[src/rtl/ex_muldiv_if.sv]
// ex_muldiv_if: issue and write-back bundle between execute stage and muldiv.
// master = execute stage (issue, flush), slave = ex_muldiv (hold, write-back).
interface ex_muldiv_if #(
  parameter int XLEN = 32
);
  logic            start;
  logic [2:0]      op;
  logic [XLEN-1:0] rs1_rdata;
  logic [XLEN-1:0] rs2_rdata;
  logic [4:0]      rd_waddr;
  logic            flush;
  logic            hold_o;
  logic            done_o;
  logic [4:0]      rd_waddr_o;
  logic [XLEN-1:0] rd_wdata_o;

  modport master (
    output start, op, rs1_rdata, rs2_rdata,
    output rd_waddr, flush,
    input  hold_o, done_o, rd_waddr_o, rd_wdata_o
  );

  modport slave (
    input  start, op, rs1_rdata, rs2_rdata,
    input  rd_waddr, flush,
    output hold_o, done_o, rd_waddr_o, rd_wdata_o
  );
endinterface

[src/rtl/ex_muldiv.sv]
// ex_muldiv: iterative radix-2 RV32M multiply/divide unit.
// Ports: clk, rst (sync, active-high), io (ex_muldiv_if.slave).
// MULDIV_FAST_MUL_EN: single-cycle '*' multiplies; divide stays iterative.
module ex_muldiv #(
  parameter int XLEN = 32
) (
  input  logic       clk,
  input  logic       rst,
  ex_muldiv_if.slave io
);
  localparam int CNT_W = $clog2(XLEN) + 1;
  localparam logic [XLEN-1:0] MIN_NEG =
    {1'b1, {(XLEN-1){1'b0}}};

  typedef enum logic [1:0] {
    IDLE, CALC, FIX, DONE
  } state_e;

  state_e            state_q, state_d;
  logic [CNT_W-1:0]  cnt_q, cnt_d;
  logic [2:0]        op_q, op_d;
  logic [4:0]        rd_q, rd_d;
  logic [2*XLEN-1:0] acc_q, acc_d;
  logic [XLEN-1:0]   b_q, b_d;
  logic              neg_q, neg_d;
  logic [XLEN-1:0]   res_q, res_d;

  logic            is_div, a_sgn, b_sgn;
  logic            div_zero, div_ovf;
  logic [XLEN-1:0] abs_a, abs_b;

  // Only signed operands contribute a sign bit.
  always_comb begin
    is_div = io.op[2];
    a_sgn  = io.rs1_rdata[XLEN-1] &
             ~(io.op[0] & (io.op[1] | io.op[2]));
    b_sgn  = io.rs2_rdata[XLEN-1] &
             ((io.op[2] & ~io.op[0]) |
              (io.op[2:1] == 2'b00));
    abs_a  = a_sgn ? -io.rs1_rdata : io.rs1_rdata;
    abs_b  = b_sgn ? -io.rs2_rdata : io.rs2_rdata;
    div_zero = is_div & (io.rs2_rdata == '0);
    div_ovf  = is_div & ~io.op[0] &
               (io.rs1_rdata == MIN_NEG) &
               (io.rs2_rdata == '1);
  end

`ifdef MULDIV_FAST_MUL_EN
  logic signed [XLEN:0]     fa, fb;
  logic signed [2*XLEN+1:0] fp;
  logic [XLEN-1:0]          fast_res;

  always_comb begin
    fa = {a_sgn, io.rs1_rdata};
    fb = {b_sgn, io.rs2_rdata};
    fp = fa * fb;
    fast_res = (io.op[1:0] == 2'd0) ?
               XLEN'(fp) : XLEN'(fp >>> XLEN);
  end
`endif

  // Datapath steps. Multiply: acc = {hi, multiplier},
  // b_q = multiplicand. Divide: acc = {rem, dividend/quo}.
  logic [XLEN:0]     mul_sum, rem_sh;
  logic              rem_ge;
  logic [2*XLEN-1:0] prod;
  logic [XLEN-1:0]   quo, rem;

  always_comb begin
    mul_sum = {1'b0, acc_q[2*XLEN-1:XLEN]} +
              {1'b0, b_q & {XLEN{acc_q[0]}}};
    rem_sh  = {acc_q[2*XLEN-1:XLEN], acc_q[XLEN-1]};
    rem_ge  = rem_sh >= {1'b0, b_q};
    prod    = neg_q ? -acc_q : acc_q;
    quo     = neg_q ? -acc_q[XLEN-1:0] :
                       acc_q[XLEN-1:0];
    rem     = neg_q ? -acc_q[2*XLEN-1:XLEN] :
                       acc_q[2*XLEN-1:XLEN];
  end

  always_comb begin
    state_d = state_q;
    cnt_d   = cnt_q;
    op_d    = op_q;
    rd_d    = rd_q;
    acc_d   = acc_q;
    b_d     = b_q;
    neg_d   = neg_q;
    res_d   = res_q;
    unique case (state_q)
      IDLE: begin
        if (io.start & ~io.flush) begin
          op_d  = io.op;
          rd_d  = io.rd_waddr;
          cnt_d = CNT_W'(XLEN);
          // Remainder takes the dividend's sign.
          neg_d = (io.op[2] & io.op[1]) ?
                  a_sgn : (a_sgn ^ b_sgn);
          if (div_zero) begin
            res_d   = io.op[1] ? io.rs1_rdata : '1;
            state_d = DONE;
          end else if (div_ovf) begin
            res_d   = io.op[1] ? '0 : io.rs1_rdata;
            state_d = DONE;
          end
`ifdef MULDIV_FAST_MUL_EN
          else if (~is_div) begin
            res_d   = fast_res;
            state_d = DONE;
          end
`endif
          else begin
            acc_d = {{XLEN{1'b0}},
                     is_div ? abs_a : abs_b};
            b_d   = is_div ? abs_b : abs_a;
            state_d = CALC;
          end
        end
      end
      CALC: begin
        cnt_d = cnt_q - CNT_W'(1);
        if (op_q[2]) begin
          acc_d = {rem_ge ?
                   XLEN'(rem_sh - {1'b0, b_q}) :
                   rem_sh[XLEN-1:0],
                   acc_q[XLEN-2:0], rem_ge};
        end else begin
          acc_d = {mul_sum, acc_q[XLEN-1:1]};
        end
        if (cnt_q == CNT_W'(1)) state_d = FIX;
      end
      FIX: begin
        if (op_q[2]) begin
          res_d = op_q[1] ? rem : quo;
        end else begin
          res_d = (op_q[1:0] == 2'd0) ?
                  prod[XLEN-1:0] :
                  prod[2*XLEN-1:XLEN];
        end
        state_d = DONE;
      end
      DONE:    state_d = IDLE;
      default: state_d = IDLE;
    endcase
    if (io.flush) state_d = IDLE;
  end

  always_ff @(posedge clk) begin
    if (rst) begin
      state_q <= IDLE;
      cnt_q   <= '0;
      op_q    <= '0;
      rd_q    <= '0;
      acc_q   <= '0;
      b_q     <= '0;
      neg_q   <= 1'b0;
      res_q   <= '0;
    end else begin
      state_q <= state_d;
      cnt_q   <= cnt_d;
      op_q    <= op_d;
      rd_q    <= rd_d;
      acc_q   <= acc_d;
      b_q     <= b_d;
      neg_q   <= neg_d;
      res_q   <= res_d;
    end
  end

  // Flush in the DONE cycle kills the write-back.
  assign io.done_o     = (state_q == DONE) & ~io.flush;
  assign io.rd_waddr_o = io.done_o ? rd_q : 5'd0;
  assign io.rd_wdata_o = io.done_o ? res_q : '0;
  // Low in DONE so the pc advances with write-back.
  assign io.hold_o = (io.start & (state_q == IDLE) &
                      ~io.flush) |
                     (state_q == CALC) |
                     (state_q == FIX);
endmodule
[src/flat_wrapper.sv]
// flat-port wrapper written by rule: the top's interface ports become plain ports
module ex_muldiv_flat 
#(
  parameter int XLEN = 32
)
  (clk, rst, io_start, io_op, io_rs1_rdata, io_rs2_rdata, io_rd_waddr, io_flush, io_hold_o, io_done_o, io_rd_waddr_o, io_rd_wdata_o);
  ex_muldiv_if #(.XLEN(XLEN)) io_i ();
  input  logic clk;
  input  logic rst;
  input wire logic [$bits(io_i.start)-1:0] io_start;
  input wire logic [$bits(io_i.op)-1:0] io_op;
  input wire logic [$bits(io_i.rs1_rdata)-1:0] io_rs1_rdata;
  input wire logic [$bits(io_i.rs2_rdata)-1:0] io_rs2_rdata;
  input wire logic [$bits(io_i.rd_waddr)-1:0] io_rd_waddr;
  input wire logic [$bits(io_i.flush)-1:0] io_flush;
  output wire logic [$bits(io_i.hold_o)-1:0] io_hold_o;
  output wire logic [$bits(io_i.done_o)-1:0] io_done_o;
  output wire logic [$bits(io_i.rd_waddr_o)-1:0] io_rd_waddr_o;
  output wire logic [$bits(io_i.rd_wdata_o)-1:0] io_rd_wdata_o;
  assign io_i.start = io_start;
  assign io_i.op = io_op;
  assign io_i.rs1_rdata = io_rs1_rdata;
  assign io_i.rs2_rdata = io_rs2_rdata;
  assign io_i.rd_waddr = io_rd_waddr;
  assign io_i.flush = io_flush;
  assign io_hold_o = io_i.hold_o;
  assign io_done_o = io_i.done_o;
  assign io_rd_waddr_o = io_i.rd_waddr_o;
  assign io_rd_wdata_o = io_i.rd_wdata_o;
  ex_muldiv #(.XLEN(XLEN)) u_core (.clk(clk), .rst(rst), .io(io_i));
endmodule
[config.mk]
export PLATFORM = sky130hd
export DESIGN_NAME = ex_muldiv_flat
export DESIGN_NICKNAME = d
export VERILOG_FILES = /design/src/rtl/ex_muldiv_if.sv /design/src/rtl/ex_muldiv.sv /design/src/flat_wrapper.sv
export SDC_FILE = /design/constraint.sdc
export NUM_CORES = 1
export LEC_CHECK = 0
export CORE_ASPECT_RATIO = 1.5
export CORE_MARGIN = 8
export CORE_UTILIZATION = 35
export DETAILED_ROUTE_END_ITERATION = 12
export SETUP_SLACK_MARGIN = 0.02
export SYNTH_ARGS = -nofsm -noshare
export SYNTH_HDL_FRONTEND = slang
export SYNTH_SLANG_ARGS = --single-unit
[constraint.sdc]
create_clock -name clk -period 5.8 [get_ports clk]
set_input_delay 1.16 -clock clk [delete_from_list [all_inputs] [get_ports clk]]
set_output_delay 1.16 -clock clk [all_outputs]
set_load 0.05 [all_outputs]
# After elaboration in Yosys (flattened, before gate mapping)
# Index checks and enable logic that the tools add are counted.
dict set report word_totals {
  word_cells 96
  out_inout_bits 39
  in_bits 76
  regBits 145
}
dict set report classes {
  mux 32
  reduce_logical 13
  n_eq_ne 11
  bitwise 23
  n_addsub 8
  magnitude_cmp 1
}
# operator count
set op_table {}
lappend op_table {{32-bit two-way mux} 16}
lappend op_table {{64-bit two-way mux} 5}
lappend op_table {{32-bit negation} 4}
lappend op_table {{64-bit case mux with 2 select lines} 1}
lappend op_table {{32-bit equality test, second input constant} 2}
lappend op_table {{64-bit negation} 1}
lappend op_table {{32-bit case mux with 2 select lines} 1}
lappend op_table {{32-bit by 32-bit adder with 33-bit output} 1}
lappend op_table {{33-bit by 32-bit greater-or-equal comparator with 1-bit output} 1}
lappend op_table {{32-bit bitwise AND} 1}
lappend op_table {{32-bit zero test} 1}
lappend op_table {{32-bit subtractor} 1}
lappend op_table {{1-bit bitwise AND} 12}
lappend op_table {{6-bit case mux with 2 select lines} 1}
lappend op_table {{2-bit two-way mux} 4}
lappend op_table {{2-bit case mux with 4 select lines} 1}
lappend op_table {{4-bit AND reduction} 2}
lappend op_table {{6-bit by 1-bit equality test with 1-bit output, second input constant} 1}
lappend op_table {{2-bit zero test} 3}
lappend op_table {{6-bit two-way mux} 1}
lappend op_table {{2-bit AND reduction} 3}
lappend op_table {{6-bit by 1-bit subtractor with 6-bit output, second input constant} 1}
lappend op_table {{5-bit two-way mux} 1}
lappend op_table {{1-bit NOT} 5}
lappend op_table {{other kinds (11)} 18}

# Longest topological paths before layout
# Gate-level depths: netlist of run 1.
dict set report depth {
  depth_word 10
  ltp_mapped 14
  depth_no_buf 13
}

# Worst setup path before layout of run 1
# No wires, ideal clock.
dict set report synth_path {
  path_kind {input port to flip-flop}
  startpoint {in io_rs2_rdata[20]}
  endpoint {reg u_core.acc_q[54]}
  path_buffers 1
  cell_stages 8
  arrival_ns 3.484
  t_required_ns 5.678
  slack_ns 2.194
  setup_ns 0.122
  path_cell_list {or3_1 > or4b_2 > nor4_4 > a211o_2 > a211oi_4 > nor2b_4 > buf_2 > a221o_1}
}
dict set report synth_between {
  elab_chain_len 4
  elab_cells_between_ends 7
  classes_between {3 x eq/ne; 2 x bitwise; 2 x reduce/logical}
}
# item line
set synth_rtl {}
lappend synth_rtl {{from (decl)} flat_wrapper.sv:13} ;# input wire logic [$bits(io_i.rs2_rdata)-1:0] io_rs2_rdata;
lappend synth_rtl {{32-bit equality test / 32-bit zero test (equally long branches)} {ex_muldiv.sv:45, ex_muldiv.sv:42}}
lappend synth_rtl {{1-bit bitwise AND (on tied branches)} {ex_muldiv.sv:44, ex_muldiv.sv:42}}
lappend synth_rtl {{2-bit != test (no source line)} -}
lappend synth_rtl {{4-bit AND reduction (no source line) (*)} -}
lappend synth_rtl {{to (signal assigned)} ex_muldiv.sv:154} ;# acc_q <= '0;
lappend synth_rtl {{to (signal assigned)} ex_muldiv.sv:163} ;# acc_q <= acc_d;
lappend synth_rtl {{to (decl)} ex_muldiv.sv:23} ;# logic [2*XLEN-1:0] acc_q, acc_d;
# Mark *: on every way between the ends. The rest lies on a longest branch, timed or not.
# A chain may end at the register's enable or synchronous reset.

# Worst setup path in the final report of run 1
dict set report layout_path {
  startpoint {in io_flush}
  endpoint {out io_rd_wdata_o[4]}
}
dict set report layout_between {
  elab_chain_len 3
}
# item line
set layout_rtl {}
lappend layout_rtl {{from (decl)} flat_wrapper.sv:15} ;# input wire logic [$bits(io_i.flush)-1:0] io_flush;
lappend layout_rtl {{1-bit NOT} ex_muldiv.sv:171} ;# assign io.done_o = (state_q == DONE) & ~io.flush;
lappend layout_rtl {{1-bit bitwise AND} ex_muldiv.sv:171}
lappend layout_rtl {{32-bit two-way mux} ex_muldiv.sv:173} ;# assign io.rd_wdata_o = io.done_o ? res_q : '0;
lappend layout_rtl {{to (decl)} flat_wrapper.sv:19} ;# output wire logic [$bits(io_i.rd_wdata_o)-1:0] io_rd_wdata_o;
# Every way passes these cells.

==> results_dict.tcl, run 1 <==
set metrics [dict create \
    cts_tree "yes" \
    cp-startpoint "io_flush" \
    min_delay_path_depth 2 \
    cp.required_ps 4640 \
    rows 94 \
    grt-ovfl-total 0 \
    final_util_pct 39.96 \
    htreeDepth 4 \
    cts-buffers-inserted 17 \
    post_cts_buffers 0 \
    crit_family "buffers and inverters" \
    core_um2 43630 \
    gp_congestion 1.005 \
    status "complete, no violations" \
    cts.sinks 145 \
    drc 0 \
    min_period_ps 4734 \
    yosys_warnings 0 \
    finClkSkew_ps 12.20 \
    synth_area_um2 15380 \
    cp_data_arrival_time_ps 3570 \
    vias_per_cell 5.908 \
    cp_cell_sequence "clkdlybuf4s50_1 > nor2b_2 > and2_1 > clkdlybuf4s50_1" \
    cpPeakStageDelay_ps 840 \
    grt_usage_pct 23.39 \
    drive_gt1_share_pct 5.503 \
    r2r_end "u_core.res_q[12]$_SDFFE_PP0P_" \
    netlist-cell-type-count 85 \
    r2r_setup_slack_ps 1640 \
    hold_viol 0 \
    n_fill_cell 4557 \
    area_delta_synth_final_pct 13.37 \
    vias 16610 \
    fp.dieH_um 272.7 \
    finalCritPeriodShare_pct 81.62 \
    r2r-start "u_core.acc_q[0]$_SDFFE_PP0P_" \
    rsz0062_at_grt "false" \
    grt_max_degree 84 \
    multiInputGateArea_um2 11640 \
    first_pass_iters 7 \
    cts.clk_slew.worst_paths_ps 70 \
    fmax_mhz 211.2 \
    antenna_left 0 \
    grt_pass1_wl_um 93860 \
    syn_inst 2213 \
    irDropWorstVdd_v 0.0002023 \
    leakagePower_uw 0.006875 \
    die_w_um 187.2 \
    cts_root_buf "clkbuf_16" \
    ys_ff_latch 145 \
    startpoint_type "input pin" \
    path_common_cell "clkdlybuf4s50_1" \
    synth.net_count 2366 \
    reg2regPathDepth 13 \
    drt_iter0_drc 1745 \
    fin_nets 2375 \
    endpoint "io_rd_wdata_o[4]" \
    worst-path-max-fanout 38 \
    clock_path_buffers 2 \
    finalWirelength_um 62410 \
    route.detailed.wl_per_inst_um 22.20 \
    fin_setup_tns_ps 0 \
    start_util_pct 35.25 \
    hold_class "reg -> reg" \
    hold_buffers 0 \
    dpl.hpwl_um 48920 \
    synth_edf_count 0 \
    num_antenna_cells 0 \
    critical-path-slowest-cell "clkdlybuf4s50_1" \
    cp_num_buf_inv 2 \
    crit_type "in -> out" \
    port_buffers 114 \
    setup_viol 0 \
    seq_area_um2 2905 \
    slew_headroom_pct 24.52 \
    pre_cts_ws_ps 771.6 \
    path_depth 4 \
    total_power_uw 3196 \
    critPathCaptureType "output port" \
    grt_pass1_vias 15940 \
    ys_seq_area_share_pct 18.87 \
    layout_setup_ws_ps 1066 \
    die_area_um2 51050 \
    num_io_pins 115 \
    cellPowerDensity_nw_per_um2 183.3 \
    antenna_found_initial 0 \
    async_flop_share_pct 0 \
    cap_viol_max_count 0 \
    clk_latency_ps 460 \
    synth_flop_cell "dfxtp_1" \
    tightestPinTransition_ps 1131 \
    synth.avg_cell_area_um2 6.950 \
    postCtsResizedCells 0 \
    slew_viol_final 0 \
]
## worst reg2reg max path, stage by stage (launching register included)
cell,delay (ps)
dfxtp_1,380
inv_1,450
buf_4,360
ha_1,210
or3b_2,480
nor2_1,290
nand4_1,140
buf_4,220
nor2b_1,140
o21ai_0,220
xor2_1,120
o21ai_0,700
a21oi_1,160
o21ai_0,200
## cell families (layout without fill, tap and decap cells)
| kind of cell | after synthesis | count (layout) | share of synthesized area [%] |
|---|---|---|---|
| flops | 145 | 145 | 18.87 |
| xor+xnor | 192 | 192 | 10.93 |
| mux | 74 | 74 | 4.970 |
| simple gates | 856 | 856 | 26.43 |
| compound gates | 642 | 642 | 26.60 |
| fa+ha+maj | 79 | 79 | 6.492 |
| buf+inv | 225 | 247 | 5.702 |
## final cells by class
type	count	share of cell area, %
timing repair buffer	144	7.792
multi-input combinational	1843	66.75
inverter	71	1.528
sequential	145	16.66
clock buffer	17	2.440
tap	576	4.133
clock inverter	15	0.6960
## where the power goes
part / leakage (µW) / switching, µW / total, µW / internal (µW)
sequential: 0.00118 / 62.0 / 1100 / 1040
combinational: 0.00543 / 642 / 1020 / 377
clock: 0.000260 / 518 / 1070 / 557
total: 0.00687 / 1220 / 3200 / 1970
## metal layers
metal | up-vias | wire (µm) | share of wire (%) | track usage, %
met3 | 164 | 2904 | 4.7 | 2.603
met4 | 0 | 4452 | 7.1 | 16.38
li1 | 7950 | - | - | -
met1 | 7833 | 24340 | 39 | 26.05
met2 | 659 | 30710 | 49 | 41.24
met5 | - | 0 | 0 | 0
## cells in the mapped netlist, types with 55 or more instances
| master | instances | area share, % |
|---|---|---|
| nor3_1 | 56 | 1.8 |
| clkbuf_1 | 122 | 3.0 |
| o21ai_0 | 134 | 4.4 |
| a211oi_1 | 59 | 2.9 |
| a21oi_1 | 180 | 5.9 |
| dfxtp_1 | 145 | 19 |
| xnor2_1 | 99 | 5.6 |
| inv_1 | 70 | 1.7 |
| nor2_1 | 249 | 6.1 |
| ha_1 | 75 | 6.1 |
| xor2_1 | 93 | 5.3 |
| nand2_1 | 280 | 6.8 |
| mux2i_1 | 55 | 3.6 |
## registers in the layout (all words and copies together), names as in the netlist
name	flops
u_core.acc_q	64
u_core.b_q	32
u_core.res_q	32
u_core.cnt_q	6
u_core.rd_q	5
u_core.op_q	3
u_core.state_q	2
u_core.neg_q	1
## cells in the final DEF, fill, tap and decap left out, types with 26 or more instances in the layout
master and n:
a211oi_1 58, a21oi_1 179, and2_1 51, buf_4 31, clkdlybuf4s50_1 112, dfxtp_1 143, ha_1 74, inv_1 70
mux2i_1 55, nand2_1 280, nand2b_1 26, nand3_1 31, nor2_1 248, nor3_1 56, o21ai_0 134, o21ai_1 26
or3_1 26, xnor2_1 99, xor2_1 93
## per-stage QoR
stage | hold slack (ps) | instances | area [µm²]
after floorplan | 414.4 | 2213 | 15380
after global placement | 436.4 | 2779 | 16890
after detailed placement | 439.6 | 2779 | 16890
after CTS | 449.6 | 2811 | 17440
after global routing | 466.7 | 2811 | 17440
final | 444.6 | 2811 | 17440
## worst min-delay path by stage
| stage | startpoint | to | slack [ps] |
|---|---|---|---|
| finish | u_core.res_q[16]$_SDFFE_PP0P_ | u_core.res_q[16]$_SDFFE_PP0P_ | 440 |
| global route | u_core.rd_q[1]$_SDFFE_PP0P_ | u_core.rd_q[1]$_SDFFE_PP0P_ | 470 |
| CTS | u_core.res_q[16]$_SDFFE_PP0P_ | u_core.res_q[16]$_SDFFE_PP0P_ | 450 |
| detailed placement | u_core.res_q[26]$_SDFFE_PP0P_ | u_core.res_q[26]$_SDFFE_PP0P_ | 440 |
| global placement | u_core.res_q[17]$_SDFFE_PP0P_ | u_core.res_q[17]$_SDFFE_PP0P_ | 440 |
| floorplan | u_core.res_q[8]$_SDFFE_PP0P_ | u_core.res_q[8]$_SDFFE_PP0P_ | 410 |
No activity file was read; power rests on OpenSTA's default activity.
==> inputs of run 2 (changes only) <==
==> constraint.sdc (replaced) <==
create_clock -name clk -period 4.3 [get_ports clk]
set_input_delay 0.86 -clock clk [delete_from_list [all_inputs] [get_ports clk]]
set_output_delay 0.86 -clock clk [all_outputs]
set_load 0.05 [all_outputs]
==> results_dict.tcl, run 2 (synthesis gave the netlist of run 1 again) <==
set metrics [dict create \
    final_util_pct 41.48 \
    rows 94 \
    cp_data_arrival_time_ps 4210 \
    fmax_mhz 258.2 \
    status "complete, no violations" \
    final_cell_area_um2 18100 \
    grt_pass1_wl_um 96490 \
    placedCellCount 2855 \
    cp-startpoint "u_core.acc_q[0]$_SDFFE_PP0P_" \
    die_w_um 187.2 \
    cts-buffers-inserted 17 \
    startpoint_type "flop" \
    vias_per_cell 5.835 \
    grt_pass1_vias 16200 \
    irDropWorstVdd_v 0.0002382 \
    regMostFlops "u_core.acc_q" \
    htreeDepth 4 \
    die_area_um2 51050 \
    leakagePower_uw 0.007416 \
    area_delta_synth_final_pct 17.67 \
    finalCritPeriodShare_pct 90.08 \
    antenna_found_initial 1 \
    cts_tree "yes" \
    clock_path_buffers 2 \
    cp.required_ps 4630 \
    reg.largest.list "u_core.acc_q (64), u_core.b_q (32), u_core.res_q (32)" \
    grt_usage_pct 24.22 \
    cp_num_buf_inv 2 \
    fin_nets 2451 \
    min_period_ps 3873 \
    drc 0 \
    fin_cells 2888 \
    pre_cts_ws_ps 84.79 \
    first_pass_iters 6 \
    critPathCaptureType "flop" \
    hold_buffers 0 \
    grt-ovfl-total 0 \
    start_util_pct 35.25 \
    layout_setup_ws_ps 426.8 \
    critical-path-slowest-cell "dfxtp_1" \
    path_common_cell "and3_1" \
    gp_congestion 0.9793 \
    tightestPinTransition_ps 1065 \
    finalWirelength_um 64020 \
    cpPeakStageDelay_ps 480 \
    drt_iter0_drc 1442 \
    postCtsResizedCells 0 \
    antenna_left 0 \
    setup_viol 0 \
    vias 16850 \
    min_from "u_core.res_q[17]$_SDFFE_PP0P_" \
    clk_latency_ps 470 \
    fp.dieH_um 272.7 \
    cellPowerDensity_nw_per_um2 257.3 \
    post_cts_buffers 0 \
    largest_register_ffs 64 \
    num_io_pins 115 \
    cts_root_buf "clkbuf_16" \
    cts.sinks 145 \
    cp_cell_sequence "inv_1 > buf_4 > nor2_1 > ha_1 > and3_1 > and3_1 > a211o_1 > o21ai_0 > nand2_1 > a211oi_1 > xnor2_1 > a222oi_1 > o21ai_1" \
    route.detailed.wl_per_inst_um 22.17 \
    mostFrequentLayoutCell "nand2_1" \
    cap_viol_max_count 0 \
    rsz0062_at_grt "false" \
    hold_class "reg -> reg" \
    r2r-start "u_core.acc_q[0]$_SDFFE_PP0P_" \
    placedInstanceArea_um2 17450 \
    worst-path-max-fanout 13 \
    layout_common_cells "280 x nand2_1, 248 x nor2_1, 179 x a21oi_1, 143 x dfxtp_1, 139 x buf_4" \
    grt_max_degree 78 \
    drive_gt1_share_pct 10.30 \
    port_buffers 114 \
    finClkSkew_ps 11.60 \
    core_um2 43630 \
    slew_viol_final 0 \
    fin_setup_tns_ps 0 \
    slew_headroom_pct 28.77 \
    dpl.hpwl_um 50860 \
    hold_viol 0 \
    cts.clk_slew.worst_paths_ps 70 \
    crit_type "reg -> reg" \
    crit_family "compound AO/OA/AOI/OAI gates" \
]
-- run 2: changes by cell type in the layout (fill, tap and decap cells not counted), moves of 2 or more --
cell             delta
clkdlybuf4s50_1    -39
buf_4             +108
clkinv_2            -2
bufinv_16           +4
clkinvlp_4          -2
buf_12              +7
-- run 2: cell type report --
type / count / area (µm²)
fillers: 4505 / 25540
multi-input cells: 1843 / 11640
flip-flops and latches: 145 / 2905
repair buffers: 220 / 1919
well taps: 576 / 720.7
clock buffers: 17 / 425.4
inverters: 71 / 266.5
clock inverters: 15 / 219.0
diodes: 1 / 2.502
-- run 2: worst paths after layout --
| kind | to | slack (ps) | cells past startpoint |
|---|---|---|---|
| setup / recovery | u_core.acc_q[58]$_SDFFE_PP0P_ | 430 | 13 |
| hold / removal | u_core.res_q[17]$_SDFFE_PP0P_ | 450 | 2 |
| setup reg to reg | u_core.acc_q[58]$_SDFFE_PP0P_ | 430 | 13 |
| hold reg to reg | u_core.res_q[17]$_SDFFE_PP0P_ | 450 | 2 |
-- run 2: worst reg2reg max path, cell delays in order, from the launching register on --
cell      delay [ps]
dfxtp_1          480
inv_1            300
buf_4            260
nor2_1           110
ha_1             300
and3_1           230
and3_1           190
a211o_1          280
o21ai_0          410
nand2_1          230
a211oi_1         330
xnor2_1          110
a222oi_1         400
o21ai_1          110
-- run 2: report_power, final --
group | internal [µW] | total [µW] | leakage (µW) | switching, µW
Combinational | 569 | 1490 | 0.00593 | 919
Clock | 990 | 1680 | 0.000310 | 695
Sequential | 1400 | 1480 | 0.00118 | 80.0
Total | 2960 | 4660 | 0.00742 | 1690
-- run 2: per-stage QoR --
| step | hold slack [ps] | power, µW |
|---|---|---|
| after floorplan | 414.4 | 2395 |
| after global placement | 438.8 | 2962 |
| after detailed placement | 447.1 | 2976 |
| after CTS | 457.4 | 4666 |
| after global routing | 469.2 | 4850 |
| final | 454.9 | 4656 |
-- run 2: per-layer routing --
layer	share of wire (%)	global-route usage [%]
met4	7.5	16.86
met1	38	26.65
met3	5.1	3.368
met5	0	0
met2	49	42.64
==> inputs of run 3 (changes only) <==
--- a/config.mk
+++ b/config.mk
@@ -6,9 +6,10 @@
 export NUM_CORES = 1
 export LEC_CHECK = 0
 export CORE_ASPECT_RATIO = 1.5
-export CORE_MARGIN = 8
+export CORE_MARGIN = 3
 export CORE_UTILIZATION = 35
 export DETAILED_ROUTE_END_ITERATION = 12
+export REMOVE_ABC_BUFFERS = 1
 export SETUP_SLACK_MARGIN = 0.02
 export SYNTH_ARGS = -nofsm -noshare
 export SYNTH_HDL_FRONTEND = slang
==> results_dict.tcl, run 3 (synthesis gave the netlist of run 1 again) <==
set metrics [dict create \
    grt-ovfl-total 0 \
    grt_usage_pct 25.95 \
    fin_nets 2448 \
    cts_tree "yes" \
    vias 16740 \
    grt_use_met1_pct 29.46 \
    final_util_pct 41.72 \
    num_io_pins 115 \
    slew_viol_final 0 \
    vias_per_cell 5.820 \
    mostFrequentLayoutCell "nand2_1" \
    htreeDepth 4 \
    antenna_left 0 \
    finClkSkew_ps 7.895 \
    grt_pass1_vias 16150 \
    drive_gt1_share_pct 10.14 \
    fin_hold_ws_ps 450.5 \
    irDropWorstVdd_v 0.0002931 \
    gp_congestion 0.9541 \
    hold_class "reg -> reg" \
    regMostFlops "u_core.acc_q" \
    path_common_cell "buf_4" \
    min_period_ps 3813 \
    status "complete, no violations" \
    die_w_um 177.2 \
    clk_latency_ps 460 \
    hold_buffers 0 \
    clock_path_buffers 2 \
    grt_max_degree 78 \
    post_cts_buffers 0 \
    route.detailed.wl_per_inst_um 21.61 \
    cp_cell_sequence "clkdlybuf4s50_1 > ha_1 > nand4_1 > or4_1 > nor3_1 > nand2_1 > a31oi_2 > buf_4 > buf_4 > nand2b_1 > buf_4 > o21ai_0" \
    startpoint_type "input pin" \
    hold_viol 0 \
    leakagePower_uw 0.007366 \
    cts.clk_slew.worst_paths_ps 70 \
    cp_data_arrival_time_ps 4200 \
    dpl.hpwl_um 49550 \
    busiest_layer "met2" \
    crit_family "simple AND/OR/NAND/NOR gates" \
    cpPeakStageDelay_ps 610 \
    cts_root_buf "clkbuf_16" \
    area_delta_synth_final_pct 17.11 \
    die_area_um2 46550 \
    fp.dieH_um 262.7 \
    finalWirelength_um 62190 \
    tightestPinTransition_ps 981.5 \
    cp.required_ps 4690 \
    worst-path-max-fanout 13 \
    r2r_setup_slack_ps 510 \
    crit_type "in -> reg" \
    cts-buffers-inserted 17 \
    fin_setup_tns_ps 0 \
    reg.largest.list "u_core.acc_q (64), u_core.b_q (32), u_core.res_q (32)" \
    drt_iter0_drc 1257 \
    drc 0 \
    largest_register_ffs 64 \
    finalCritPeriodShare_pct 88.67 \
    n_fill_cell 4513 \
    rows 93 \
    cp_num_buf_inv 4 \
    layout_common_cells "280 x nand2_1, 248 x nor2_1, 179 x a21oi_1, 143 x dfxtp_1, 135 x buf_4" \
    antenna_found_initial 0 \
    slew_headroom_pct 34.32 \
    critPathCaptureType "flop" \
    setup_viol 0 \
    core_um2 43170 \
    gr-usage-met3_pct 2.284 \
    rsz0062_at_grt "false" \
    cts.sinks 145 \
    num_antenna_cells 0 \
    postCtsResizedCells 0 \
    grt_pass1_wl_um 94210 \
    critical-path-slowest-cell "or4_1" \
    cap_viol_max_count 0 \
    first_pass_iters 5 \
    port_buffers 114 \
    start_util_pct 35.63 \
    grtUsageMet2_pct 45.39 \
    cellPowerDensity_nw_per_um2 245.6 \
    fmax_mhz 262.3 \
]
## run 3: cell count changes in the layout (fill, tap and decap cells not counted), moves of 2 or more
cell        before  now
clkinv_2         0    3
clkinvlp_4       2    5
buf_4          139  135
inv_6            6    1
inv_8            2    0
bufinv_16        4    2
## run 3: power by group
group / internal [µW] / switching, µW
combinational: 555 / 846
clock: 864 / 675
sequential: 1400 / 80.0
total: 2820 / 1600
## run 3: per-layer routing
metal,share of wire [%],wire (µm),vias to the layer above
li1,-,-,8076
met1,39,23960,7898
met2,50,30950,585
met3,4.1,2576,184
met4,7.6,4698,0
met5,0,0,-
## run 3: path summary, 6_finish.rpt
| kind | from | end | cells past startpoint |
|---|---|---|---|
| max | io_rs2_rdata[0] | u_core.res_q[7]$_SDFFE_PP0P_ | 12 |
| min | u_core.b_q[13]$_SDFFE_PP0P_ | u_core.b_q[13]$_SDFFE_PP0P_ | 2 |
| max reg2reg | u_core.b_q[4]$_SDFFE_PP0P_ | u_core.acc_q[63]$_SDFFE_PP0P_ | 12 |
| min reg2reg | u_core.b_q[13]$_SDFFE_PP0P_ | u_core.b_q[13]$_SDFFE_PP0P_ | 2 |
## run 3: metrics by stage
step	total power (µW)	cell area [µm²]	instances	setup slack, ps
2_1_floorplan	2344	14770	2059	-2128
3_3_place_gp	2882	17430	2846	59.46
3_5_place_dp	2890	17430	2846	66.59
4_1_cts	4431	18010	2877	518.0
5_1_grt	4614	18010	2877	256.5
6_report	4424	18010	2877	487.4
## run 3: cell type report
| cell class | count | area (µm²) | share of cell area [%] |
|---|---|---|---|
| multi-input cells | 1843 | 11640 | 64.62 |
| flip-flops and latches | 145 | 2905 | 16.13 |
| repair buffers | 217 | 1909 | 10.60 |
| inverters | 71 | 266.5 | 1.480 |
| clock inverters | 13 | 138.9 | 0.7710 |
| clock buffers | 18 | 439.2 | 2.438 |
| well taps | 570 | 713.2 | 3.959 |
## run 3: worst min-delay path, stage by stage (launching register included)
cell and delay, ps:
dfxtp_1 310, nand2_1 50, a21oi_1 50
